## src/rtl/fetch_sequencer.sv

```systemverilog
// Instruction fetch sequencer: drives the ROM address, buffers returned words with
// their PCs in a small shift queue, and hands them to decode over valid/ready.
module fetch_sequencer #(
  parameter logic [31:0] RESET_PC     = 32'd0,
  parameter int          DEPTH        = 2,
  parameter bit          HALT_ON_ZERO = 1'b1
) (
  input  logic        clk,
  input  logic        reset,
  input  logic        start,
  output logic [31:0] imem_addr,
  input  logic [31:0] imem_data,
  input  logic        redirect_valid,
  input  logic [31:0] redirect_target,
  output logic        inst_valid,
  input  logic        inst_ready,
  output logic [31:0] inst_out,
  output logic [31:0] inst_pc,
  output logic        halted,
  output logic        busy
);

  typedef enum logic [1:0] {
    IDLE  = 2'd0,
    FETCH = 2'd1,
    HALT  = 2'd2
  } state_t;

  localparam logic [2:0] DEPTH_C = 3'(DEPTH);

  state_t      state;
  logic [31:0] pc;
  logic [2:0]  count;
  logic [31:0] q_inst [DEPTH];
  logic [31:0] q_pc   [DEPTH];

  logic        pop;
  logic        push;
  logic        zero_word;
  logic        do_redirect;
  logic [2:0]  wr_idx;

  assign imem_addr  = pc;
  assign inst_valid = (count != 3'd0);
  assign inst_out   = q_inst[0];
  assign inst_pc    = q_pc[0];
  assign halted     = (state == HALT);
  assign busy       = (state == FETCH);

  assign zero_word   = HALT_ON_ZERO && (imem_data == 32'h0);
  assign do_redirect = redirect_valid && (state != IDLE);
  assign pop         = inst_valid && inst_ready;
  assign push        = (state == FETCH) && !redirect_valid &&
                       ((count < DEPTH_C) || pop) && !zero_word;
  // With a simultaneous pop the tail slides down one place before the write.
  assign wr_idx      = count - {2'b00, pop};

  always_ff @(posedge clk or posedge reset) begin
    if (reset) begin
      state <= IDLE;
      pc    <= RESET_PC;
      count <= 3'd0;
      // NOTE: the queue storage is reset too so the head outputs read 0 after reset.
      for (int i = 0; i < DEPTH; i++) begin
        q_inst[i] <= 32'h0;
        q_pc[i]   <= 32'h0;
      end
    end else begin
      // NOTE: non-blocking assignments throughout, so every term above sees pre-edge state.
      case (state)
        IDLE:    if (start) state <= FETCH;
        FETCH:   if (!redirect_valid && zero_word) state <= HALT;
        HALT:    if (redirect_valid) state <= FETCH;
        default: state <= IDLE;
      endcase

      if (do_redirect) begin
        pc <= redirect_target & ~32'h3;
      end else if (push) begin
        pc <= pc + 32'd4;
      end

      if (do_redirect) begin
        count <= 3'd0;
      end else if (push && !pop) begin
        count <= count + 3'd1;
      end else if (pop && !push) begin
        count <= count - 3'd1;
      end

      // Shift only occupied slots so a lone head stays put once the queue drains.
      if (pop && !redirect_valid) begin
        for (int i = 0; i < DEPTH - 1; i++) begin
          if (3'(i + 1) < count) begin
            q_inst[i] <= q_inst[i+1];
            q_pc[i]   <= q_pc[i+1];
          end
        end
      end

      if (push) begin
        for (int i = 0; i < DEPTH; i++) begin
          if (wr_idx == 3'(i)) begin
            q_inst[i] <= imem_data;
            q_pc[i]   <= pc;
          end
        end
      end
    end
  end

endmodule

```

## config.mk

```make
export PLATFORM = sky130hd
export DESIGN_NAME = fetch_sequencer
export DESIGN_NICKNAME = d
export VERILOG_FILES = /design/src/rtl/fetch_sequencer.sv
export SDC_FILE = /design/constraint.sdc
export NUM_CORES = 1
export LEC_CHECK = 0
export CAP_MARGIN = 25
export CORE_ASPECT_RATIO = 0.8
export CORE_MARGIN = 2
export CORE_UTILIZATION = 40
export DETAILED_ROUTE_END_ITERATION = 8
export MAX_ROUTING_LAYER = met4
export PLACE_DENSITY = 0.7
export SETUP_SLACK_MARGIN = 0.4
export SKIP_LAST_GASP = 1
export SLEW_MARGIN = 20
export SYNTH_ARGS = -nofsm -noshare
export SYNTH_HDL_FRONTEND = slang
export SYNTH_SLANG_ARGS = --single-unit
```

## constraint.sdc

```tcl
create_clock -name clk -period 13.9 [get_ports clk]
set_input_delay 2.78 -clock clk [delete_from_list [all_inputs] [get_ports clk]]
set_output_delay 2.78 -clock clk [all_outputs]
set_load 0.01 [all_outputs]
```

Word-level counts from Yosys, hierarchy flattened
Index checks and enable logic that the tools add are counted.
W data, S select, Z words.
{"block": "op_classes", "add_sub_neg": 4, "n_lt_le_gt_ge": 2, "n_eq_ne": 6, "mux": 19, "reduce_logical": 23}
{"cell": "$mux W32", "count": 10}
{"cell": "$mux W64", "count": 2}
{"cell": "$add A32 B3 Y32 const B", "count": 1}
{"cell": "$logic_not A32 Y1", "count": 1}
{"cell": "$logic_and A1 B1 Y1", "count": 9}
{"cell": "$mux W3", "count": 3}
{"cell": "$mux W2", "count": 3}
{"cell": "$pmux W2 S3", "count": 1}
{"cell": "$reduce_bool A3 Y1", "count": 2}
{"cell": "$logic_not A1 Y1", "count": 4}
{"cell": "$ne A2 B2 Y1 const B", "count": 2}
{"cell": "$reduce_bool A2 Y1", "count": 2}
{"cell": "$add A3 B1 Y3 const B", "count": 1}
{"cell": "$eq A3 B1 Y1 const B", "count": 1}
{"cell": "$logic_not A3 Y1", "count": 1}
{"cell": "$lt A1 B3 Y1 const A", "count": 1}
{"cell": "$lt A3 B2 Y1 const B", "count": 1}
{"cell": "$reduce_and A3 Y1", "count": 1}
{"cell": "$sub A3 B1 Y3", "count": 1}
{"cell": "$sub A3 B1 Y3 const B", "count": 1}
{"cell": "$eq A2 B1 Y1 const B", "count": 1}
{"cell": "$eq A2 B2 Y1 const B", "count": 1}
{"cell": "$logic_not A2 Y1", "count": 1}
{"cell": "$ne A2 B1 Y1 const B", "count": 1}
{"cell": "2 further kinds", "count": 2}
{"block": "totals", "reg_bits": 165, "in_bits": 69, "output_inout_bits": 99, "elab_cells": 61}

Longest topological paths before layout
Gate-level depths: netlist of run 1.
{"block": "logic_depth", "depth_word": 10, "mapped_depth": 11, "ltp_nobuf": 10}

Worst setup path before layout of run 1
Ideal clock, no wire load.
{"block": "synth_timing", "path_type": "input to register", "start": "in imem_data[10]", "end": "reg q_pc[10] (netlist bit)", "setup_ns": 0.125, "arrival_ns": 4.326, "required_ns": 13.775, "slack_ns": 9.449, "path_stages": 6, "path_buffers": 1, "path_cell_list": "nor4_1 > and4_1 > a211o_1 > nor3_4 > buf_6 > mux2_2"}
{"block": "synth_via", "elab_chain_len": 4}
{"item": "start: declaration", "line": "12", "source": "input logic [31:0] imem_data,"}
{"item": "$logic_not A32 Y1", "line": "50", "source": "assign zero_word = HALT_ON_ZERO && (imem_data == 32'h0);"}
{"item": "$logic_not A1 Y1", "line": "54", "source": "((count < DEPTH_C) || pop) && !zero_word;"}
{"item": "$logic_and A1 B1 Y1", "line": "54"}
{"item": "$reduce_and A2 Y1 (no source line)"}
{"item": "end signal: indexed assignment", "line": "96", "source": "q_pc[i] <= q_pc[i+1];"}
{"item": "end signal: indexed assignment", "line": "105", "source": "q_pc[i] <= pc;"}
{"item": "end: declaration", "line": "35", "source": "logic [31:0] q_pc [DEPTH];"}
Every way passes these cells.
A chain may end at the register's enable or synchronous reset.

Worst setup path after layout of run 1
{"block": "layout_timing", "start": "in imem_data[12]", "end": "reg q_inst, in the netlist inst_out[17]"}
{"block": "layout_via", "elab_chain_len": 4}
{"item": "$logic_not A32 Y1", "line": "50"}
{"item": "$logic_not A1 Y1", "line": "54"}
{"item": "$logic_and A1 B1 Y1", "line": "54"}
{"item": "$mux W64", "line": "101", "source": "if (push) begin"}
{"item": "end signal: indexed assignment", "line": "95", "source": "q_inst[i] <= q_inst[i+1];"}
{"item": "end signal: indexed assignment", "line": "104", "source": "q_inst[i] <= imem_data;"}
{"item": "end: declaration", "line": "34", "source": "logic [31:0] q_inst [DEPTH];"}
Every way passes these cells.

==> qor.yml, run 1 <==
status:
  status: "complete, no violations"
finish:
  nNetsFinal: 838
  stdcell_area_um2: 10200
  drive_gt1_share_pct: 24.0
  area_delta_synth_final_pct: 22.9
  final_cells: 1045
  fillers: 1803
sta:
  fin_skew_ns: 0.0118
  setup_viol: 0
  rsz0062_at_grt: "no"
  worst_pin_slew_ns: 0.988
  hold_violations: 0
  final.setup.tns_ns: 0
  max_freq_mhz: 176
  fin_crit_sh_pct: 40.9
  holdWs_ns: 0.484
  relSlewSlack_pct: 34.1
  slew_viol_final: 0
  post-route-min-period_ns: 5.69
route:
  ant_nets: 0
  wire_per_inst_um: 18.0
  via_per_inst: 5.21
  drt-pass1-iter-count: 5
  drt_iter0_markers: 362
  drc: 0
  vias: 5448
  routed_wl_mm: 18.8
logic_synthesis:
  synthArstFlopShare_pct: 100
  synthXorXnorAreaFrac_pct: 0.316
  synth_edf_count: 0
  synth_area_um2: 8320
  yosys_warnings: 0
  yosys-mux-area-fraction_pct: 25.3
  synth-simple-area-share_pct: 9.37
  synth_top_flop_cell: "dfrtp_1"
  ys_seq_area_share_pct: 48.4
  synthCells: 674
  syn_avg_cell_area_um2: 12.3
  synth_compound_area_share_pct: 6.44
  yosysUniqueCellTypes: 56
  synth_fa_ha_area_share_pct: 0.902
  synth_top_family_by_area: "multiplexers"
  synth.ff_latch_count: 161
power_and_ir_drop:
  p_total_w: 0.00223
  intPower_w: 0.00153
  comb_power_share_pct: 43.5
  leakagePower_nw: 4.06
  clockPowerShare_pct: 20.7
  seq_power_share_pct: 35.8
  peakVddDrop_v: 0.000121
  power_switching_w: 0.000702
  powerDensity_nw_per_um2: 218
  switching_share_pct: 31.4
die:
  coreArea_um2: 20500
  die_w_um: 165
  rows: 47
  ioPinCount: 168
  die_h_um: 133
  initial_core_util_pct: 40.5
  die-area_um2: 22000
global_route:
  grt_first_pass_wirelength_mm: 30.5
  grt_max_degree: 85
  grt_pass1_vias: 5628
  track_usage_pct: 18.4
  overflow: 0
  antenna_found_initial: 1
job:
  max-cap-violations: 0
cts:
  clk_path_buf_depth: 2
  postCtsResizedCells: 0
  path_clk_slew_ns: 0.06
  cts_made_buffers: 17
  root_buffer: "clkbuf_16"
  clkLatencyLatePin_ns: 0.42
  cts_tree: "yes"
  clock-sinks: 161
  cts_hold_buf: 0
  htree_levels: 4
  post_cts_buffers: 0
placement:
  hpwl_mm: 12.3
  portBuffers: 163
  place_area_um2: 9640
  gp_congestion: 0.758
  dp_cells: 1013
setup_path:
  cp-start-kind: "input pin"
  critPathKind: "input pin to flop"
  cp.arrival_ns: 5.99
  cp-end-kind: "flop"
  critPathMaxFanout: 64
  required_ns: 14.20
min_path:
  hold_path_class: "flop to flop"
-- logic make-up after synthesis --
family	count (synthesis)
compound gates	71
xor+xnor	3
fa+ha+maj	6
buf+inv	108
flops	161
mux	188
other cells	1
simple gates	136
-- layer usage --
layer,GRT usage (%),part of all wire [%],up-vias
met3,5.71,7.4,12
met4,3.91,0.56,0
li1,-,-,2591
met5,-,0,-
met2,27.0,44,157
met1,25.1,48,2688
-- power groups by stage --
stage / clock network (W) / logic (W) / registers (W)
6_report: 0.000462 / 0.000970 / 0.000799
5_1_grt: 0.000499 / 0.00106 / 0.000830
4_1_cts: 0.000477 / 0.000988 / 0.000800
3_5_place_dp: 0 / 0.000985 / 0.000808
3_3_place_gp: 0 / 0.000963 / 0.000800
2_1_floorplan: 0 / 0.000815 / 0.000771
-- sequential cells by signal, summed over array words and instances (netlist names) --
| register | flops |
|---|---|
| inst_out | 32 |
| q_inst | 32 |
| state | 2 |
| q_pc | 30 |
| imem_addr | 30 |
| count | 3 |
| inst_pc | 32 |
-- critical path, cell delays in order --
cell	delay [ns]
clkdlybuf4s50_1	0.52
nor4_1	0.08
and4_1	0.31
a211oi_4	0.80
and4_4	1.04
mux2_2	0.42
-- path summary, 6_finish.rpt --
| kind | start | to | slack, ns | depth (start not counted) |
|---|---|---|---|---|
| setup reg to reg | count[0]$_DFFE_PP0P_ | q_pc[9]$_DFFE_PP0P_ | 10.28 | 11 |
| setup / recovery | imem_data[12] | inst_out[17]$_DFF_PP0_ | 8.21 | 6 |
| max in group asynchronous | reset | count[1]$_DFFE_PP0P_ | 9.78 | 3 |
| hold / removal | q_pc[6]$_DFFE_PP0P_ | q_pc[6]$_DFFE_PP0P_ | 0.48 | 1 |
| hold reg to reg | q_pc[6]$_DFFE_PP0P_ | q_pc[6]$_DFFE_PP0P_ | 0.48 | 1 |
| min in group asynchronous | reset | q_inst[13]$_DFFE_PP0P_ | 2.87 | 2 |
-- stage by stage --
step / setup WS [ns] / util (%)
floorplan: 6.77 / -
finish: 8.21 / 49.8
global placement: 7.78 / 47.0
detailed placement: 7.74 / 47.0
global route: 8.01 / 49.8
CTS: 8.19 / 49.8
-- Yosys cell counts (5+ instances only) --
cell type	n	share of area [%]
nand3_1	15	0.90
mux2_1	46	6.2
o21ai_0	12	0.72
clkbuf_1	14	0.63
or3_1	7	0.53
inv_1	7	0.32
nand2_1	21	0.95
mux2_2	135	18
dfrtp_1	161	48
buf_2	7	0.42
nor2_1	27	1.2
buf_6	13	1.8
nor3_1	6	0.36
and3_1	5	0.38
nand4_1	7	0.53
buf_4	67	6.0
or4_1	9	0.81
a31oi_1	19	1.4
o31ai_1	9	0.81
mux2i_1	7	0.84
and4_1	11	1.2
nor4_1	9	0.68
ha_1	6	0.90
-- area by class of cell --
| class | count | area [µm²] | area share [%] |
|---|---|---|---|
| well taps | 269 | 337 | 3.29 |
| clock buffers | 21 | 470 | 4.60 |
| inverters | 7 | 31.3 | 0.306 |
| repair buffers | 170 | 1690 | 16.5 |
| multi-input cells | 406 | 3560 | 34.8 |
| flip-flops and latches | 161 | 4030 | 39.4 |
| diodes | 1 | 2.50 | 0.0245 |
| clock inverters | 10 | 110 | 1.08 |
-- placed cells by master, fill, tap and decap left out, types with 4 or more instances in the layout --
cell / n
clkdlybuf4s50_1: 163
buf_4: 6
clkinv_2: 5
nor3_1: 6
and4_1: 10
dfrtp_1: 161
o21ai_0: 11
nand4_1: 7
nand2_1: 21
a21oi_1: 4
nand3_1: 15
clkbuf_16: 17
a31oi_1: 19
inv_1: 6
o31ai_1: 9
nor2_1: 27
or3_1: 7
mux2_2: 135
mux2i_1: 7
ha_1: 6
nor4_1: 9
mux2_1: 46
a311oi_1: 4
or4_1: 9
and2_1: 4
and3_1: 5
Power figures use the tool's default switching activity.
==> inputs of run 2 (changes only) <==
clock period = 5.55 ns   (was 13.9 ns; I/O delays follow)
==> qor.yml, run 2 (same netlist as run 1, synthesis figures left out) <==
power_and_ir_drop:
  peakVddDrop_v: 0.000262  # +120%
  clockPowerShare_pct: 21.4  # +0.7 points
  power_switching_w: 0.00181  # +160%
  switching_share_pct: 31.8  # +0.33 points
  comb_power_share_pct: 43.5  # about the same
  powerDensity_nw_per_um2: 553  # +150%
  leakagePower_nw: 4.07  # +0.33%
  intPower_w: 0.00388  # +150%
  seq_power_share_pct: 35.1  # -0.7 points
route:
  drt-pass1-iter-count: 5  # unchanged
  via_per_inst: 5.27  # +1.1%
  wire_per_inst_um: 18.3  # +1.7%
  ant_nets: 0  # unchanged
  drc: 0  # unchanged
  drt_iter0_markers: 481  # +33%
  vias: 5521  # +1.3%
  routed_wl_mm: 19.1  # +1.8%
placement:
  gp_congestion: 0.773  # +1.9%
  hpwl_mm: 12.4  # +0.81%
  pre_cts_ws_ns: 1.16  # -6.58 ns
  portBuffers: 163  # unchanged
sta:
  fin_skew_ns: 0.0120  # +0.000152 ns
  setup_viol: 0  # unchanged
  fin_crit_sh_pct: 71.2
  final.setup.tns_ns: 0  # unchanged
  setup_ws_ns: 1.60  # -6.61 ns
  max_freq_mhz: 253
  slew_viol_final: 0  # unchanged
  rsz0062_at_grt: "no"
  post-route-min-period_ns: 3.95
  worst_pin_slew_ns: 0.904  # -0.0837 ns
  hold_violations: 0  # unchanged
  relSlewSlack_pct: 39.5  # +5.4 points
setup_path:
  critPathKind: "input pin to flop"
  critPathMaxFanout: 40  # -38%
  required_ns: 5.86  # -8.34 ns
  cp.arrival_ns: 4.26  # -1.73 ns
  cp-end-kind: "flop"
  cp-start-kind: "input pin"
global_route:
  grt_max_degree: 162  # +91%
  grt_first_pass_wirelength_mm: 30.8  # +1.0%
  overflow: 0  # unchanged
  grt_pass1_vias: 5647  # +0.34%
  antenna_found_initial: 1  # unchanged
  track_usage_pct: 18.7  # +0.26 points
cts:
  path_clk_slew_ns: 0.06  # about the same
  cts_hold_buf: 0  # unchanged
  root_buffer: "clkbuf_16"
  clk_path_buf_depth: 2  # unchanged
  post_cts_buffers: 0  # unchanged
  clkLatencyLatePin_ns: 0.43  # about the same
  htree_levels: 4  # unchanged
  cts_made_buffers: 17  # unchanged
  clock-sinks: 161  # unchanged
  postCtsResizedCells: 0  # unchanged
  cts_tree: "yes"
finish:
  final_common_cell: "clkdlybuf4s50_1"
  nNetsFinal: 839  # +0.12%
  drive_gt1_share_pct: 24.1  # +0.067 points
  mostFrequentLayoutCells: "clkdlybuf4s50_1 (163), dfrtp_1 (161), mux2_2 (135), mux2_1 (46), nor2_1 (27)"
  fillers: 1843  # +2.2%
  area_delta_synth_final_pct: 23.7
die:
  ioPinCount: 168  # unchanged
  coreArea_um2: 20500  # unchanged
  die-area_um2: 22000  # unchanged
  initial_core_util_pct: 40.5  # unchanged
  die_h_um: 133  # unchanged
  die_w_um: 165  # unchanged
  rows: 47  # unchanged
status:
  status: "complete, no violations"
job:
  max-cap-violations: 0  # unchanged
min_path:
  hold_path_class: "flop to flop"
[run 2: changes by cell type in the layout (fill, tap and decap cells not counted)]
cell        delta
clkbuf_8       -2
inv_6          +1
clkinv_2       -3
buf_12         +3
buf_4          -1
buf_6          -1
bufinv_16      +1
clkinvlp_4     +3
clkbuf_1       +1
[run 2: final timing paths]
path	from	to	slack [ns]	cells after the start
max	imem_data[14]	inst_pc[28]$_DFF_PP0_	1.60	7
max reg2reg	count[0]$_DFFE_PP0P_	inst_pc[28]$_DFF_PP0_	2.14	8
min	q_pc[22]$_DFFE_PP0P_	q_pc[22]$_DFFE_PP0P_	0.48	1
min in group asynchronous	reset	q_inst[21]$_DFFE_PP0P_	1.28	3
max in group asynchronous	reset	q_inst[6]$_DFFE_PP0P_	3.59	3
min reg2reg	q_pc[22]$_DFFE_PP0P_	q_pc[22]$_DFFE_PP0P_	0.48	1
[run 2: through the flow]
step | instances | hold WS [ns] | total power (W) | instance area [µm²] | utilization [%]
global placement | 1014 | 0.468 | 0.00446 | 9680 | 47.2
detailed placement | 1014 | 0.473 | 0.00453 | 9680 | 47.2
finish | 1047 | 0.484 | 0.00569 | 10300 | 50.1
CTS | 1046 | 0.489 | 0.00577 | 10300 | 50.1
floorplan | 675 | 0.454 | 0.00397 | 8330 | -
global route | 1047 | 0.495 | 0.00608 | 10300 | 50.1
[run 2: power by group through the flow]
stage	Combinational, W	Clock (W)	Sequential (W)
after floorplan	0.00204	0	0.00193
after global placement	0.00245	0	0.00201
after detailed placement	0.00251	0	0.00202
after CTS	0.00252	0.00125	0.00201
after global routing	0.00270	0.00130	0.00208
final	0.00248	0.00122	0.00200
[run 2: final cells by class]
class	count	area [µm²]	share of cell area [%]
antenna	1	2.50	0.0243
clock buffer	20	447	4.34
multi-input combinational	406	3560	34.6
timing repair buffer	171	1730	16.8
sequential	161	4030	39.2
inverter	7	30.0	0.292
tap	269	337	3.27
clock inverter	12	158	1.53
[run 2: routing by layer]
layer | global-route usage (%) | routed length [µm] | up-vias
met4 | 4.20 | 235 | 0
li1 | - | - | 2591
met5 | - | 0 | -
met1 | 25.2 | 9000 | 2752
met2 | 26.9 | 8410 | 163
met3 | 6.61 | 1480 | 15
[run 2: worst max-delay path, stage by stage]
cell and delay, ns:
clkdlybuf4s50_1 0.54, nor4_1 0.07, and4_1 0.31, a211oi_4 0.82
and4_4 0.69, buf_12 0.30, mux2_2 0.37
